===== src/rtl/l1_mem_arbiter.sv =====
// Merges the L1 instruction (port 0) and L1 data (port 1) lower-memory ports onto one
// downstream port; round-robin, one transaction in flight, all outputs registered.
module l1_mem_arbiter #(
  parameter int ADDR_WIDTH     = 32,
  parameter int DATA_WIDTH     = 32,
  parameter int TIMEOUT_CYCLES = 256
) (
  input  logic                  clk,
  input  logic                  rst,
  input  logic                  p0_mem_request,
  input  logic                  p0_mem_write_enable,
  input  logic [ADDR_WIDTH-1:0] p0_mem_address,
  input  logic [DATA_WIDTH-1:0] p0_mem_write_data,
  output logic [DATA_WIDTH-1:0] p0_mem_response_data,
  output logic                  p0_mem_ready,
  input  logic                  p1_mem_request,
  input  logic                  p1_mem_write_enable,
  input  logic [ADDR_WIDTH-1:0] p1_mem_address,
  input  logic [DATA_WIDTH-1:0] p1_mem_write_data,
  output logic [DATA_WIDTH-1:0] p1_mem_response_data,
  output logic                  p1_mem_ready,
  output logic                  mem_request,
  output logic                  mem_write_enable,
  output logic [ADDR_WIDTH-1:0] mem_address,
  output logic [DATA_WIDTH-1:0] mem_write_data,
  input  logic [DATA_WIDTH-1:0] mem_response_data,
  input  logic                  mem_ready,
  output logic                  timeout_err
);

  localparam int WDW = (TIMEOUT_CYCLES > 0) ? $clog2(TIMEOUT_CYCLES + 1) : 1;
  localparam logic [WDW-1:0] WDOG_LIMIT = WDW'(TIMEOUT_CYCLES);
  localparam bit WDOG_EN = (TIMEOUT_CYCLES != 0);

  typedef enum logic [1:0] {IDLE, ISSUE, RESP} state_t;

  state_t                state_q, state_d;
  logic                  last_grant_q, last_grant_d;
  logic                  winner_q, winner_d;
  logic [WDW-1:0]        wdog_q, wdog_d;
  logic                  mem_request_q, mem_request_d;
  logic                  mem_write_enable_q, mem_write_enable_d;
  logic [ADDR_WIDTH-1:0] mem_address_q, mem_address_d;
  logic [DATA_WIDTH-1:0] mem_write_data_q, mem_write_data_d;
  logic                  p0_ready_q, p0_ready_d;
  logic                  p1_ready_q, p1_ready_d;
  logic [DATA_WIDTH-1:0] p0_rdata_q, p0_rdata_d;
  logic [DATA_WIDTH-1:0] p1_rdata_q, p1_rdata_d;
  logic                  timeout_err_q, timeout_err_d;

  logic                  grant;
  logic                  wdog_hit;
  logic [DATA_WIDTH-1:0] resp_data;

  always_comb begin
    state_d            = state_q;
    last_grant_d       = last_grant_q;
    winner_d           = winner_q;
    wdog_d             = wdog_q;
    mem_request_d      = mem_request_q;
    mem_write_enable_d = mem_write_enable_q;
    mem_address_d      = mem_address_q;
    mem_write_data_d   = mem_write_data_q;
    p0_ready_d         = p0_ready_q;
    p1_ready_d         = p1_ready_q;
    p0_rdata_d         = p0_rdata_q;
    p1_rdata_d         = p1_rdata_q;
    timeout_err_d      = timeout_err_q;
    grant              = 1'b0;
    wdog_hit           = 1'b0;
    resp_data          = '0;

    case (state_q)
      IDLE: begin
        if (p0_mem_request || p1_mem_request) begin
          // On a tie the port that was not served last goes first.
          grant              = (p0_mem_request && p1_mem_request) ? ~last_grant_q : p1_mem_request;
          winner_d           = grant;
          last_grant_d       = grant;
          mem_write_enable_d = grant ? p1_mem_write_enable : p0_mem_write_enable;
          mem_address_d      = grant ? p1_mem_address     : p0_mem_address;
          mem_write_data_d   = grant ? p1_mem_write_data  : p0_mem_write_data;
          mem_request_d      = 1'b1;
          wdog_d             = '0;
          state_d            = ISSUE;
        end
      end
      ISSUE: begin
        if (WDOG_EN) begin
          wdog_d   = wdog_q + WDW'(1);
          wdog_hit = (wdog_d == WDOG_LIMIT);
        end else if (wdog_q != '1) begin
          wdog_d = wdog_q + WDW'(1);
        end
        if (mem_ready || wdog_hit) begin
          // A real completion wins over a watchdog expiry in the same cycle.
          resp_data     = (mem_ready && !mem_write_enable_q) ? mem_response_data : '0;
          timeout_err_d = timeout_err_q | ~mem_ready;
          mem_request_d = 1'b0;
          if (winner_q) begin
            p1_ready_d = 1'b1;
            p1_rdata_d = resp_data;
          end else begin
            p0_ready_d = 1'b1;
            p0_rdata_d = resp_data;
          end
          state_d = RESP;
        end
      end
      RESP: begin
        p0_ready_d = 1'b0;
        p1_ready_d = 1'b0;
        p0_rdata_d = '0;
        p1_rdata_d = '0;
        wdog_d     = '0;
        state_d    = IDLE;
      end
      default: state_d = IDLE;
    endcase
  end

  always_ff @(posedge clk) begin
    if (rst) begin
      state_q            <= IDLE;
      last_grant_q       <= 1'b1;
      winner_q           <= 1'b0;
      wdog_q             <= '0;
      mem_request_q      <= 1'b0;
      mem_write_enable_q <= 1'b0;
      mem_address_q      <= '0;
      mem_write_data_q   <= '0;
      p0_ready_q         <= 1'b0;
      p1_ready_q         <= 1'b0;
      p0_rdata_q         <= '0;
      p1_rdata_q         <= '0;
      timeout_err_q      <= 1'b0;
    end else begin
      state_q            <= state_d;
      last_grant_q       <= last_grant_d;
      winner_q           <= winner_d;
      wdog_q             <= wdog_d;
      mem_request_q      <= mem_request_d;
      mem_write_enable_q <= mem_write_enable_d;
      mem_address_q      <= mem_address_d;
      mem_write_data_q   <= mem_write_data_d;
      p0_ready_q         <= p0_ready_d;
      p1_ready_q         <= p1_ready_d;
      p0_rdata_q         <= p0_rdata_d;
      p1_rdata_q         <= p1_rdata_d;
      timeout_err_q      <= timeout_err_d;
    end
  end

  assign mem_request          = mem_request_q;
  assign mem_write_enable     = mem_write_enable_q;
  assign mem_address          = mem_address_q;
  assign mem_write_data       = mem_write_data_q;
  assign p0_mem_ready         = p0_ready_q;
  assign p1_mem_ready         = p1_ready_q;
  assign p0_mem_response_data = p0_rdata_q;
  assign p1_mem_response_data = p1_rdata_q;
  assign timeout_err          = timeout_err_q;

endmodule


===== config.mk =====
export PLATFORM = sky130hd
export DESIGN_NAME = l1_mem_arbiter
export DESIGN_NICKNAME = d
export VERILOG_FILES = /design/src/rtl/l1_mem_arbiter.sv
export SDC_FILE = /design/constraint.sdc
export NUM_CORES = 1
export LEC_CHECK = 0
export CORE_UTILIZATION = 40
export DETAILED_ROUTE_END_ITERATION = 16
export PLACE_DENSITY_LB_ADDON = 0.3
export SYNTH_ARGS = -nofsm -noshare
export SYNTH_HDL_FRONTEND = slang
export SYNTH_SLANG_ARGS = --single-unit

===== constraint.sdc =====
create_clock -name clk -period 3.1 [get_ports clk]
set_input_delay 0.62 -clock clk [delete_from_list [all_inputs] [get_ports clk]]
set_output_delay 0.62 -clock clk [all_outputs]
set_load 0.01 [all_outputs]

==> flow_metrics.py <==
metrics = {
    "floorplanning": {
        "start_util_pct": 41.5,
        "die_y_um": 122,
        "core_um2": 14000,
        "die_area_um2": 15000,
        "num_rows": 43,
        "die_x_um": 122,
        "io_pins": 300,
    },
    "layout": {
        "layout_commonest_cell": "clkdlybuf4s50_1",
        "multi_input_area_um2": 2650,
        "area_growth_pct": 63.7,
        "seqCellArea_um2": 2920,
        "fillers": 1088,
        "nets": 993,
        "layout-drive-gt1-share_pct": 6.81,
        "final_cell_mix": "298 x clkdlybuf4s50_1, 146 x dfxtp_1, 82 x nor2_1",
    },
    "drt": {
        "drt-pass1-iter-count": 5,
        "routed_via_density": 5.41,
        "wl_per_cell_um": 17.5,
        "antenna_left": 0,
        "num_vias": 5507,
        "drtIter0Drc": 287,
        "drc": 0,
        "wl_um": 17800,
    },
    "clock_network": {
        "cts_tree": "built",
        "cts_resized": 0,
        "path_clk_slew_ns": 0.06,
        "root_buffer": "clkbuf_16",
        "h-tree-depth": 4,
        "post_cts_buffers": 0,
        "insertion_delay_ns": 0.42,
        "clock_path_buffers": 2,
        "ctsHoldBuffers": 0,
        "clkSinkCount": 146,
        "cts_made_buffers": 17,
    },
    "timing": {
        "fin_crit_sh_pct": 89.8,
        "whs_ns": 0.462,
        "finClkSkew_ns": 0.00807,
        "finalSetupViolations": 0,
        "relSlewSlack_pct": 38.1,
        "rsz0062_at_grt": "no",
        "tightest_slew_ns": 0.929,
        "fmax_ghz": 0.359,
        "drv_slew": 0,
        "finalHoldViolCount": 0,
        "period_minus_slack_ns": 2.78,
        "setup-tns-final_ns": 0,
    },
    "logic_synthesis": {
        "yosysSeqAreaShare_pct": 50.4,
        "syn-num-nets": 719,
        "synth_warnings": 0,
        "netlist_instances": 550,
        "synth_edf_count": 0,
        "synth_top_area_share_pct": 50.4,
        "synth_top_area_cell": "dfxtp_1",
        "synth_cell_types": 41,
        "postSynthAreaPerCell_um2": 10.5,
        "synth_ff_type": "dfxtp_1",
        "synth_async_sr_flop_share_pct": 0,
        "synth_area_leaders": "dfxtp_1 50%, mux2i_1 11%, a32o_1 11%, a211oi_1 8.7%, nor2_1 5.4%",
        "syn_area_um2": 5800,
        "yosys_register_bits": 146,
    },
    "power": {
        "leakagePower_nw": 3.48,
        "power_frac_seq_pct": 41.1,
        "power_mw": 5.07,
        "p_switching_mw": 1.34,
        "comb_power_share_pct": 19.8,
        "p_int_mw": 3.73,
        "clkPwrFrac_pct": 39.1,
        "swShare_pct": 26.4,
        "p_per_area_nw_per_um2": 534,
        "ir_drop_mv": 0.319,
    },
    "placed_design": {
        "place_congestion": 0.829,
        "place_hpwl_um": 13000,
        "portBuffers": 299,
    },
    "global_route": {
        "grt_usage_pct": 23.1,
        "grt_max_degree": 82,
        "grt_pass1_wl_um": 26600,
        "overflow": 0,
        "grt_pass1_vias": 5375,
        "antenna_found_initial": 1,
    },
    "worst_setup_path": {
        "path_max_fanout": 32,
        "critPathArrivalTime_ns": 3.09,
        "end_kind": "register",
        "path_cells": "ha_1 > nand3_1 > xnor2_1 > o41ai_4 > a31oi_4 > a32o_1",
        "worst-path-buf-inv": 0,
        "cp_top_family": "compound AO/OA/AOI/OAI gates",
        "timing_worst_setup_path_type": "register to register",
        "slowest_stage": "o41ai_4",
        "worst_ep_required_time_ns": 3.40,
        "crit_path_start_kind": "register",
        "crit_path_max_incr_delay_ns": 0.64,
    },
    "worst_hold_path": {
        "min_path_type": "register to register",
    },
    "job": {
        "drv_cap": 0,
    },
    "outcome": {
        "outcome": "complete, no violations",
    },
}
[metal layers]
metal	up-vias	part of all wire, %	GRT usage (%)	wire length (um)
met1	2575	38	24.1	6770
met5	-	0.073	0	13
met4	2	3.0	12.4	544
met2	243	49	39.1	8680
met3	35	10	9.85	1840
li1	2652	-	-	-
[path summary, 6_finish.rpt]
| check | from | end | slack, ns | cells past startpoint |
|---|---|---|---|---|
| max | wdog_q[0]$_SDFFE_PP0P_ | p1_mem_response_data[16]$_SDFFE_PP0P_ | 0.32 | 6 |
| min | p0_mem_response_data[12]$_SDFFE_PP0P_ | p0_mem_response_data[12]$_SDFFE_PP0P_ | 0.46 | 1 |
| max reg2reg | wdog_q[0]$_SDFFE_PP0P_ | p1_mem_response_data[16]$_SDFFE_PP0P_ | 0.32 | 6 |
| min reg2reg | p0_mem_response_data[12]$_SDFFE_PP0P_ | p0_mem_response_data[12]$_SDFFE_PP0P_ | 0.46 | 1 |
[cell families (layout without fill, tap and decap cells)]
group | count (synthesis) | after routing | share of synthesized area [%]
AND/OR/NAND/NOR | 113 | 113 | 8.50
multiplexers | 65 | 65 | 11.2
other | 0 | 1 | 0
flip-flops | 146 | 146 | 50.4
buffers and inverters | 56 | 343 | 4.62
XOR/XNOR | 4 | 4 | 0.604
AO/OA/AOI/OAI | 164 | 164 | 24.2
adder cells (fa/ha/maj) | 2 | 2 | 0.431
[layout make-up]
type	count	area share, %
tap	180	2.37
clock inverter	12	1.33
multi-input combinational	348	27.9
sequential	146	30.8
antenna	1	0.0264
timing repair buffer	308	32.7
inverter	3	0.119
clock buffer	20	4.81
[state kept, by name, summed over array words and instances, names as in the netlist]
signal	count
last_grant_q	1
winner_q	1
p0_mem_ready	1
state_q	2
mem_write_data	32
p1_mem_ready	1
p1_mem_response_data	32
mem_request	1
wdog_q	9
timeout_err	1
p0_mem_response_data	32
mem_address	32
mem_write_enable	1
[synthesized netlist by cell type, types with 3 or more instances]
master / instances
mux2i_1: 65
nand3_1: 6
a22oi_1: 3
a21oi_1: 9
nor4_1: 4
inv_1: 3
o21ai_0: 5
nor2_1: 83
dfxtp_1: 146
buf_6: 7
nand2_1: 5
buf_1: 3
a211oi_1: 67
a31oi_1: 3
buf_2: 4
clkbuf_1: 39
a21o_1: 3
a32o_1: 64
[per-stage QoR]
step	std cells	setup slack, ns	area, um2	util, %
5_1_grt	1017	0.154	9490	67.9
3_3_place_gp	985	0.498	8910	63.7
6_report	1018	0.316	9500	67.9
3_5_place_dp	985	0.389	8910	63.7
4_1_cts	1017	0.346	9490	67.9
2_1_floorplan	550	0.763	5800	-
[power groups by stage]
stage	clock network, mW	logic, mW	registers (mW)
floorplan	0	0.383	2.17
global placement	0	0.988	2.12
detailed placement	0	1.01	2.12
CTS	2.01	1.01	2.09
global route	2.11	1.08	2.10
finish	1.98	1.01	2.08
[worst reg2reg max path, delay by kind of cell (launching register included)]
| family | cells | cell delay (ns) |
|---|---|---|
| AOI/OAI and AO/OA | 3 | 1.46 |
| xor gates and xnor gates | 1 | 0.21 |
| adders and majority gates | 1 | 0.38 |
| DFF | 1 | 0.44 |
| and+or+nand+nor | 1 | 0.20 |
Note: power is estimated with default switching activity, not from simulation.
